===== src/rtl/systolic_pkg.sv =====
// Shared definitions for the systolic front end: feeder FSM states and the
// feed-length helper used by both the scheduler and the activation feeder.
package systolic_pkg;

    typedef enum logic [1:0] {
        IDLE = 2'd0,
        LOAD = 2'd1,
        FEED = 2'd2,
        DONE = 2'd3
    } feeder_state_e;

    // Clocks spent driving one skewed matrix: 2N-1 steps of step_cycles each.
    function automatic int feed_cycles(input int matrix_size, input int step_cycles);
        return (2 * matrix_size - 1) * step_cycles;
    endfunction

endpackage


===== src/rtl/activation_feeder_if.sv =====
// Row-vector valid/ready load channel into the activation feeder.
// master = upstream producer, slave = feeder.
interface activation_feeder_if #(
    parameter int MATRIX_SIZE = 2,
    parameter int DATA_SIZE   = 32
);
    logic                             in_valid;
    logic                             in_ready;
    logic [MATRIX_SIZE*DATA_SIZE-1:0] in_data;

    modport master (
        output in_valid,
        output in_data,
        input  in_ready
    );

    modport slave (
        input  in_valid,
        input  in_data,
        output in_ready
    );
endinterface


===== src/rtl/activation_feeder_buffer.sv =====
// N x N activation register file: one full-row write port and a combinational
// diagonal read (lane r sees row step-r, column r, with an in-range flag).
module feeder_buffer #(
    parameter int MATRIX_SIZE = 2,
    parameter int DATA_SIZE   = 32,
    parameter int ROW_W       = 2,
    parameter int STEP_W      = 2
) (
    input  logic                             clk,
    input  logic                             wr_en_i,
    input  logic [ROW_W-1:0]                 wr_row_i,
    input  logic [MATRIX_SIZE*DATA_SIZE-1:0] wr_data_i,
    input  logic [STEP_W-1:0]                step_i,
    output logic [MATRIX_SIZE*DATA_SIZE-1:0] diag_data_o,
    output logic [MATRIX_SIZE-1:0]           diag_valid_o
);

    logic [DATA_SIZE-1:0] mem_q [MATRIX_SIZE][MATRIX_SIZE];

    always_ff @(posedge clk) begin
        for (int i = 0; i < MATRIX_SIZE; i++) begin
            if (wr_en_i && (int'(wr_row_i) == i)) begin
                for (int j = 0; j < MATRIX_SIZE; j++) begin
                    mem_q[i][j] <= wr_data_i[j*DATA_SIZE +: DATA_SIZE];
                end
            end
        end
    end

    // The row being written this cycle is forwarded so the first feed step can
    // read the final beat on the same edge it lands (matters when N == 1).
    always_comb begin
        diag_data_o  = '0;
        diag_valid_o = '0;
        for (int r = 0; r < MATRIX_SIZE; r++) begin
            for (int i = 0; i < MATRIX_SIZE; i++) begin
                if ((int'(step_i) - r) == i) begin
                    diag_valid_o[r] = 1'b1;
                    if (wr_en_i && (int'(wr_row_i) == i)) begin
                        diag_data_o[r*DATA_SIZE +: DATA_SIZE] = wr_data_i[r*DATA_SIZE +: DATA_SIZE];
                    end else begin
                        diag_data_o[r*DATA_SIZE +: DATA_SIZE] = mem_q[i][r];
                    end
                end
            end
        end
    end

endmodule


===== src/rtl/activation_feeder.sv =====
// Loads one N x N activation matrix over valid/ready and feeds it diagonally
// skewed into the PE array. Optional upstream-stall counter: FEEDER_STALL_CNT_EN.
module activation_feeder
    import systolic_pkg::*;
#(
    parameter int MATRIX_SIZE = 2,
    parameter int DATA_SIZE   = 32,
    parameter int STEP_CYCLES = 4
) (
    input  logic                             clk,
    input  logic                             reset,
    input  logic                             general_enable,
    input  logic                             start,
    activation_feeder_if.slave               in_if,
    output logic [MATRIX_SIZE*DATA_SIZE-1:0] a_out,
    output logic [MATRIX_SIZE-1:0]           a_valid,
    output logic                             busy,
    output logic                             done
`ifdef FEEDER_STALL_CNT_EN
    ,
    output logic [15:0]                      stall_count
`endif
);

    localparam int BEAT_W = $clog2(MATRIX_SIZE + 1);
    localparam int STEP_W = $clog2(2 * MATRIX_SIZE);
    localparam int CYC_W  = $clog2(STEP_CYCLES + 1);

    localparam logic [BEAT_W-1:0] LAST_BEAT = BEAT_W'(MATRIX_SIZE - 1);
    localparam logic [STEP_W-1:0] LAST_STEP = STEP_W'(2 * MATRIX_SIZE - 2);
    localparam logic [CYC_W-1:0]  LAST_CYC  = CYC_W'(STEP_CYCLES - 1);

    feeder_state_e                    state_q, state_d;
    logic [BEAT_W-1:0]                beat_cnt_q, beat_cnt_d;
    logic [STEP_W-1:0]                step_cnt_q, step_cnt_d;
    logic [CYC_W-1:0]                 cyc_cnt_q, cyc_cnt_d;
    logic [MATRIX_SIZE*DATA_SIZE-1:0] a_out_q, a_out_d;
    logic [MATRIX_SIZE-1:0]           a_valid_q, a_valid_d;

    logic                             accept;
    logic [MATRIX_SIZE*DATA_SIZE-1:0] diag_data;
    logic [MATRIX_SIZE-1:0]           diag_valid;

    assign in_if.in_ready = (state_q == LOAD) && general_enable;
    assign accept         = in_if.in_valid && in_if.in_ready;

    feeder_buffer #(
        .MATRIX_SIZE (MATRIX_SIZE),
        .DATA_SIZE   (DATA_SIZE),
        .ROW_W       (BEAT_W),
        .STEP_W      (STEP_W)
    ) u_buffer (
        .clk          (clk),
        .wr_en_i      (accept),
        .wr_row_i     (beat_cnt_q),
        .wr_data_i    (in_if.in_data),
        .step_i       (step_cnt_d),
        .diag_data_o  (diag_data),
        .diag_valid_o (diag_valid)
    );

    always_comb begin
        state_d    = state_q;
        beat_cnt_d = beat_cnt_q;
        step_cnt_d = step_cnt_q;
        cyc_cnt_d  = cyc_cnt_q;
        case (state_q)
            IDLE: begin
                if (start) begin
                    state_d    = LOAD;
                    beat_cnt_d = '0;
                end
            end
            LOAD: begin
                if (accept) begin
                    beat_cnt_d = beat_cnt_q + 1'b1;
                    if (beat_cnt_q == LAST_BEAT) begin
                        state_d    = FEED;
                        step_cnt_d = '0;
                        cyc_cnt_d  = '0;
                    end
                end
            end
            FEED: begin
                if (cyc_cnt_q == LAST_CYC) begin
                    cyc_cnt_d = '0;
                    if (step_cnt_q == LAST_STEP) begin
                        state_d = DONE;
                    end else begin
                        step_cnt_d = step_cnt_q + 1'b1;
                    end
                end else begin
                    cyc_cnt_d = cyc_cnt_q + 1'b1;
                end
            end
            DONE: begin
                state_d = IDLE;
            end
            default: begin
                state_d = IDLE;
            end
        endcase
    end

    // Outputs are registered from the next step so they line up with FEED entry.
    always_comb begin
        a_out_d   = '0;
        a_valid_d = '0;
        if (state_d == FEED) begin
            a_out_d   = diag_data;
            a_valid_d = diag_valid;
        end
    end

    always_ff @(posedge clk) begin
        if (!reset) begin
            state_q    <= IDLE;
            beat_cnt_q <= '0;
            step_cnt_q <= '0;
            cyc_cnt_q  <= '0;
            a_out_q    <= '0;
            a_valid_q  <= '0;
        end else if (general_enable) begin
            state_q    <= state_d;
            beat_cnt_q <= beat_cnt_d;
            step_cnt_q <= step_cnt_d;
            cyc_cnt_q  <= cyc_cnt_d;
            a_out_q    <= a_out_d;
            a_valid_q  <= a_valid_d;
        end
    end

    assign a_out   = a_out_q;
    assign a_valid = a_valid_q;
    assign busy    = (state_q == LOAD) || (state_q == FEED);
    assign done    = (state_q == DONE);

`ifdef FEEDER_STALL_CNT_EN
    logic [15:0] stall_cnt_q, stall_cnt_d;

    always_comb begin
        stall_cnt_d = stall_cnt_q;
        if ((state_q == IDLE) && start) begin
            stall_cnt_d = '0;
        end else if ((state_q == LOAD) && !in_if.in_valid && (stall_cnt_q != 16'hFFFF)) begin
            stall_cnt_d = stall_cnt_q + 16'd1;
        end
    end

    always_ff @(posedge clk) begin
        if (!reset) begin
            stall_cnt_q <= '0;
        end else if (general_enable) begin
            stall_cnt_q <= stall_cnt_d;
        end
    end

    assign stall_count = stall_cnt_q;
`endif

endmodule


===== src/flat_wrapper.sv =====
// flat-port wrapper written by rule: the top's interface ports become plain ports
module activation_feeder_flat import systolic_pkg::*;
#(
    parameter int MATRIX_SIZE = 2,
    parameter int DATA_SIZE   = 32,
    parameter int STEP_CYCLES = 4
)
  (clk, reset, general_enable, start, a_out, a_valid, busy, done, in_if_in_valid, in_if_in_data, in_if_in_ready);
  activation_feeder_if #(.MATRIX_SIZE(MATRIX_SIZE), .DATA_SIZE(DATA_SIZE)) in_if_i ();
  input  logic clk;
  input  logic reset;
  input  logic general_enable;
  input  logic start;
  output logic [MATRIX_SIZE*DATA_SIZE-1:0] a_out;
  output logic [MATRIX_SIZE-1:0] a_valid;
  output logic busy;
  output logic done;
  input wire logic [$bits(in_if_i.in_valid)-1:0] in_if_in_valid;
  input wire logic [$bits(in_if_i.in_data)-1:0] in_if_in_data;
  output wire logic [$bits(in_if_i.in_ready)-1:0] in_if_in_ready;
  assign in_if_i.in_valid = in_if_in_valid;
  assign in_if_i.in_data = in_if_in_data;
  assign in_if_in_ready = in_if_i.in_ready;
  activation_feeder #(.MATRIX_SIZE(MATRIX_SIZE), .DATA_SIZE(DATA_SIZE), .STEP_CYCLES(STEP_CYCLES)) u_core (.clk(clk), .reset(reset), .general_enable(general_enable), .start(start), .in_if(in_if_i), .a_out(a_out), .a_valid(a_valid), .busy(busy), .done(done));
endmodule

===== config.mk =====
export PLATFORM = sky130hd
export DESIGN_NAME = activation_feeder_flat
export DESIGN_NICKNAME = d
export VERILOG_FILES = /design/src/rtl/systolic_pkg.sv /design/src/rtl/activation_feeder_if.sv /design/src/rtl/activation_feeder_buffer.sv /design/src/rtl/activation_feeder.sv /design/src/flat_wrapper.sv
export SDC_FILE = /design/constraint.sdc
export NUM_CORES = 1
export LEC_CHECK = 0
export CORE_UTILIZATION = 30
export CTS_CLUSTER_SIZE = 10
export DETAILED_ROUTE_END_ITERATION = 6
export HOLD_SLACK_MARGIN = 0.05
export SETUP_SLACK_MARGIN = 0.5
export SLEW_MARGIN = 20
export SYNTH_ARGS = -nofsm -noshare
export SYNTH_HDL_FRONTEND = slang
export SYNTH_SLANG_ARGS = --single-unit

===== constraint.sdc =====
create_clock -name clk -period 3.5 [get_ports clk]
set_clock_uncertainty 0.15 [all_clocks]
set_input_delay 0.35 -clock clk [delete_from_list [all_inputs] [get_ports clk]]
set_output_delay 0.35 -clock clk [all_outputs]
set_load 0.02 [all_outputs]

==> results.md <==
* Switch Pwr at 1.051 mW
* Power, Total at 4.991 mW
* Setup crit start kind: register
* CTS tree: built
* Initial antenna violation count at 0
* Data arrival time of the worst path at 2.99 ns
* Ys Warns at 0
* DR vias at 5212
* Gr usage total at 13.48%
* Cell area after synthesis at 0.008048 mm^2
* Yosys reg bits at 203
* DP HPWL at 10700 um
* CP max stage delay at 0.36 ns
* Total CTS buffers at 24
* Ant. Diodes at 0
* Wire length per cell at 17.37 um
* Unrepaired setup endpoints after global routing: no
* Failing checks: DRC
* I/O Buffers at 137
* Setup-failing EPs final at 0
* Critical path buffers and inverters at 4
* Final wirelength at 18650 um
* Top FF cell, synth: dfxtp_1
* Cells after Synth at 590
* Initial drt markers at 279
* CTS H-tree lvls at 1
* Max FO, Critical Path at 32
* Worst Path Required at 3.75 ns
* Worst Tran Pin Value at 0.9967 ns
* Avg Vias per Cell at 4.853
* Rows at 59
* Crit path launch: u_core.state_q[1]$_SDFFE_PN0P_
* Crit Path Category: reg -> reg
* Period minus WS final at 2.736 ns
* Critical path cell sequence: inv_1 -> ha_2 -> inv_1 -> o21ai_0 -> a22oi_1 -> inv_1 -> ha_1 -> nand2b_1 -> buf_4 -> o2bb2ai_1 -> a22o_1
* HP Start: in_if_in_data[62]
* Status: finished with violations
* Final period utilization at 78.16%
* Die area at 0.02748 mm^2
* Core Box Area at 0.02621 mm^2
* Clk pin slew, worst setup/hold paths at 0.06 ns
* Post-synth EDFFs at 64
* Reg2Reg Capture Point: u_core.a_out[26]$_SDFFE_PN0P_
* Comb pwr share at 5.0%
* Post-placement setup slack at 0.4497 ns
* Final Hold Fails at 0
* RePlAce Congestion at 0.6969
* First-pass GRT wire length at 30040 um
* CTS Sinks at 203
* Commonest non-fill, non-tap cell in the layout: dfxtp_1
* Ports at 138
* Root Buffer Master: clkbuf_16
* TNS Setup at 0 ns
* CTS Hold Bufs at 0
* Async SR Flop Fraction at 0%
* Clock Path Buffers at 3
* Power Dens Cells at 478.2 mW/mm^2
* Fmax at 0.3655 GHz
* WP depth at 11
* Die H at 165.8 um
* Die outline width at 165.8 um
* Final worst setup slack at 0.7643 ns
* Mapped Nets at 672
* Remaining global-route overflow at 0
* Critical Path End: u_core.a_out[26]$_SDFFE_PN0P_
* Worst R2R Setup Slack at 0.76 ns
* Commonest non-fill, non-tap cells in the layout: dfxtp_1, clkdlybuf4s50_1, mux2i_1, a22o_1
* Maximum vdd drop at 0.3025 mV
* Post-synthesis sequential area ratio at 58.46%
* Largest net degree at the start of global routing at 65
* Slowest-stage cell, CP: buf_4
* Yosys cell types at 38
* Crit path max-delay family: compound AO/OA/AOI/OAI gates
* Worst rel slew slack at 33.56%
* Hold Path Class: in -> reg
* Drt pass-1 iters at 6
* Worst Setup End Kind: register
* Pint at 3.940 mW
* Remaining DRCs at 14
* Leak at 4.229 nW
* Max_cap viols at 0
* Layout cell share with drive strength beyond 1 at 10.42%
* R2R cell count at 11
* Starting Density at 30.71%
* Switching Fraction at 21.07%
* Area delta synth->final at 29.68%
* Sequential Power Share at 50.0%
* Slew Viols, Final at 0
* Crit-path most repeated cell: inv_1
* Remaining antenna violation count at 0
* Vias in the first global route at 5359
* Final net count at 803
* Reg2reg start: u_core.state_q[1]$_SDFFE_PN0P_
* Clock power frac at 45.0%
* Synth Area per Inst at 13.64 um^2
* Clock Latency Late Sink at 0.51 ns
## worst reg2reg max path, cell delays in order, from the launching register on
cell       delay [ns]
dfxtp_1          0.35
inv_1            0.09
ha_2             0.31
inv_1            0.11
o21ai_0          0.31
a22oi_1          0.21
inv_1            0.12
ha_1             0.16
nand2b_1         0.10
buf_4            0.36
o2bb2ai_1        0.14
a22o_1           0.21
## power groups by stage
stage / Sequential, mW / Combinational [mW] / Clock (mW)
2_1_floorplan: 2.54 / 0.117 / 0
3_3_place_gp: 2.55 / 0.246 / 0
3_5_place_dp: 2.55 / 0.249 / 0
4_1_cts: 2.50 / 0.250 / 2.32
5_1_grt: 2.50 / 0.271 / 2.43
6_report: 2.50 / 0.247 / 2.25
## cells by family (layout without fill, tap and decap cells)
group | after synthesis | in the layout | share of synthesized area (%)
compound gates | 149 | 149 | 15.81
fa+ha+maj | 13 | 13 | 2.021
buf+inv | 59 | 208 | 3.825
flops | 203 | 203 | 58.46
mux | 132 | 132 | 17.41
simple gates | 34 | 34 | 2.472
## state kept, by name, indices dropped and copies added, names as in the netlist
| signal | flops |
|---|---|
| u_core.a_out | 64 |
| u_core.step_cnt_q | 2 |
| u_core.state_q | 2 |
| u_core.a_valid | 2 |
| u_core.beat_cnt_q | 2 |
| u_core.u_buffer.mem_q | 128 |
| u_core.cyc_cnt_q | 3 |
## how the worst min path moves through the flow
stage	to	slack, ns	cells past startpoint
6_report	u_core.u_buffer.mem_q[0][30]$_DFFE_PP_	0.30	1
5_1_grt	u_core.u_buffer.mem_q[0][3]$_DFFE_PP_	0.29	1
4_1_cts	u_core.u_buffer.mem_q[0][30]$_DFFE_PP_	0.28	1
3_5_place_dp	u_core.cyc_cnt_q[2]$_SDFFE_PN0P_	0.30	1
3_3_place_gp	u_core.u_buffer.mem_q[1][29]$_DFF_P_	0.30	1
2_1_floorplan	u_core.cyc_cnt_q[2]$_SDFFE_PN0P_	0.29	1
## layout make-up
class                      count  area, um^2
sequential                   203        4705
tap                          335       419.2
fill                        2466       15770
clock buffer                  42       688.2
inverter                      13       50.05
multi-input combinational    328        3052
timing repair buffer         151        1501
clock inverter                 2       21.27
## stage by stage
stage | instance area [um^2] | util, % | instances | hold WS [ns]
6_report | 10440 | 39.82 | 1074 | 0.2972
3_3_place_gp | 9719 | 37.09 | 1030 | 0.2976
3_5_place_dp | 9719 | 37.09 | 1030 | 0.3027
5_1_grt | 10440 | 39.82 | 1074 | 0.2885
4_1_cts | 10430 | 39.79 | 1074 | 0.2775
2_1_floorplan | 8048 | - | 590 | 0.2898
## per-layer routing
layer / wire length (um) / GRT usage (%) / vias up
li1: - / - / 2523
met1: 8818 / 17.80 / 2535
met2: 8302 / 22.14 / 130
met3: 1161 / 3.456 / 24
met4: 369 / 3.007 / 0
met5: 0 / 0 / -
## synth_stat cells, types with 2 or more instances
library cell	number	share of area (%)
and2_1	4	0.31
edfxtp_1	64	24
ha_1	13	2.0
o21ai_0	4	0.25
dfxtp_1	139	35
a31oi_1	2	0.16
buf_1	2	0.093
mux2_2	28	3.9
buf_2	12	0.75
a32oi_1	2	0.22
a22oi_1	2	0.19
nor2_1	3	0.14
nand2_1	10	0.47
a21oi_1	2	0.12
clkbuf_1	19	0.89
inv_1	13	0.61
mux2i_1	68	8.5
buf_4	7	0.65
buf_6	6	0.84
mux2_1	36	5.0
nor2b_1	6	0.47
a22o_1	66	7.2
nand2b_1	3	0.23
o2bb2ai_1	64	7.0
a21boi_0	2	0.19
## repair_timing
action | in CTS | in global routing
setup buffers | 0 | 0
endpoints found under the setup margin | 0 | 57
gates resized for setup | 0 | 2
No activity file was read; power rests on OpenSTA's default activity.
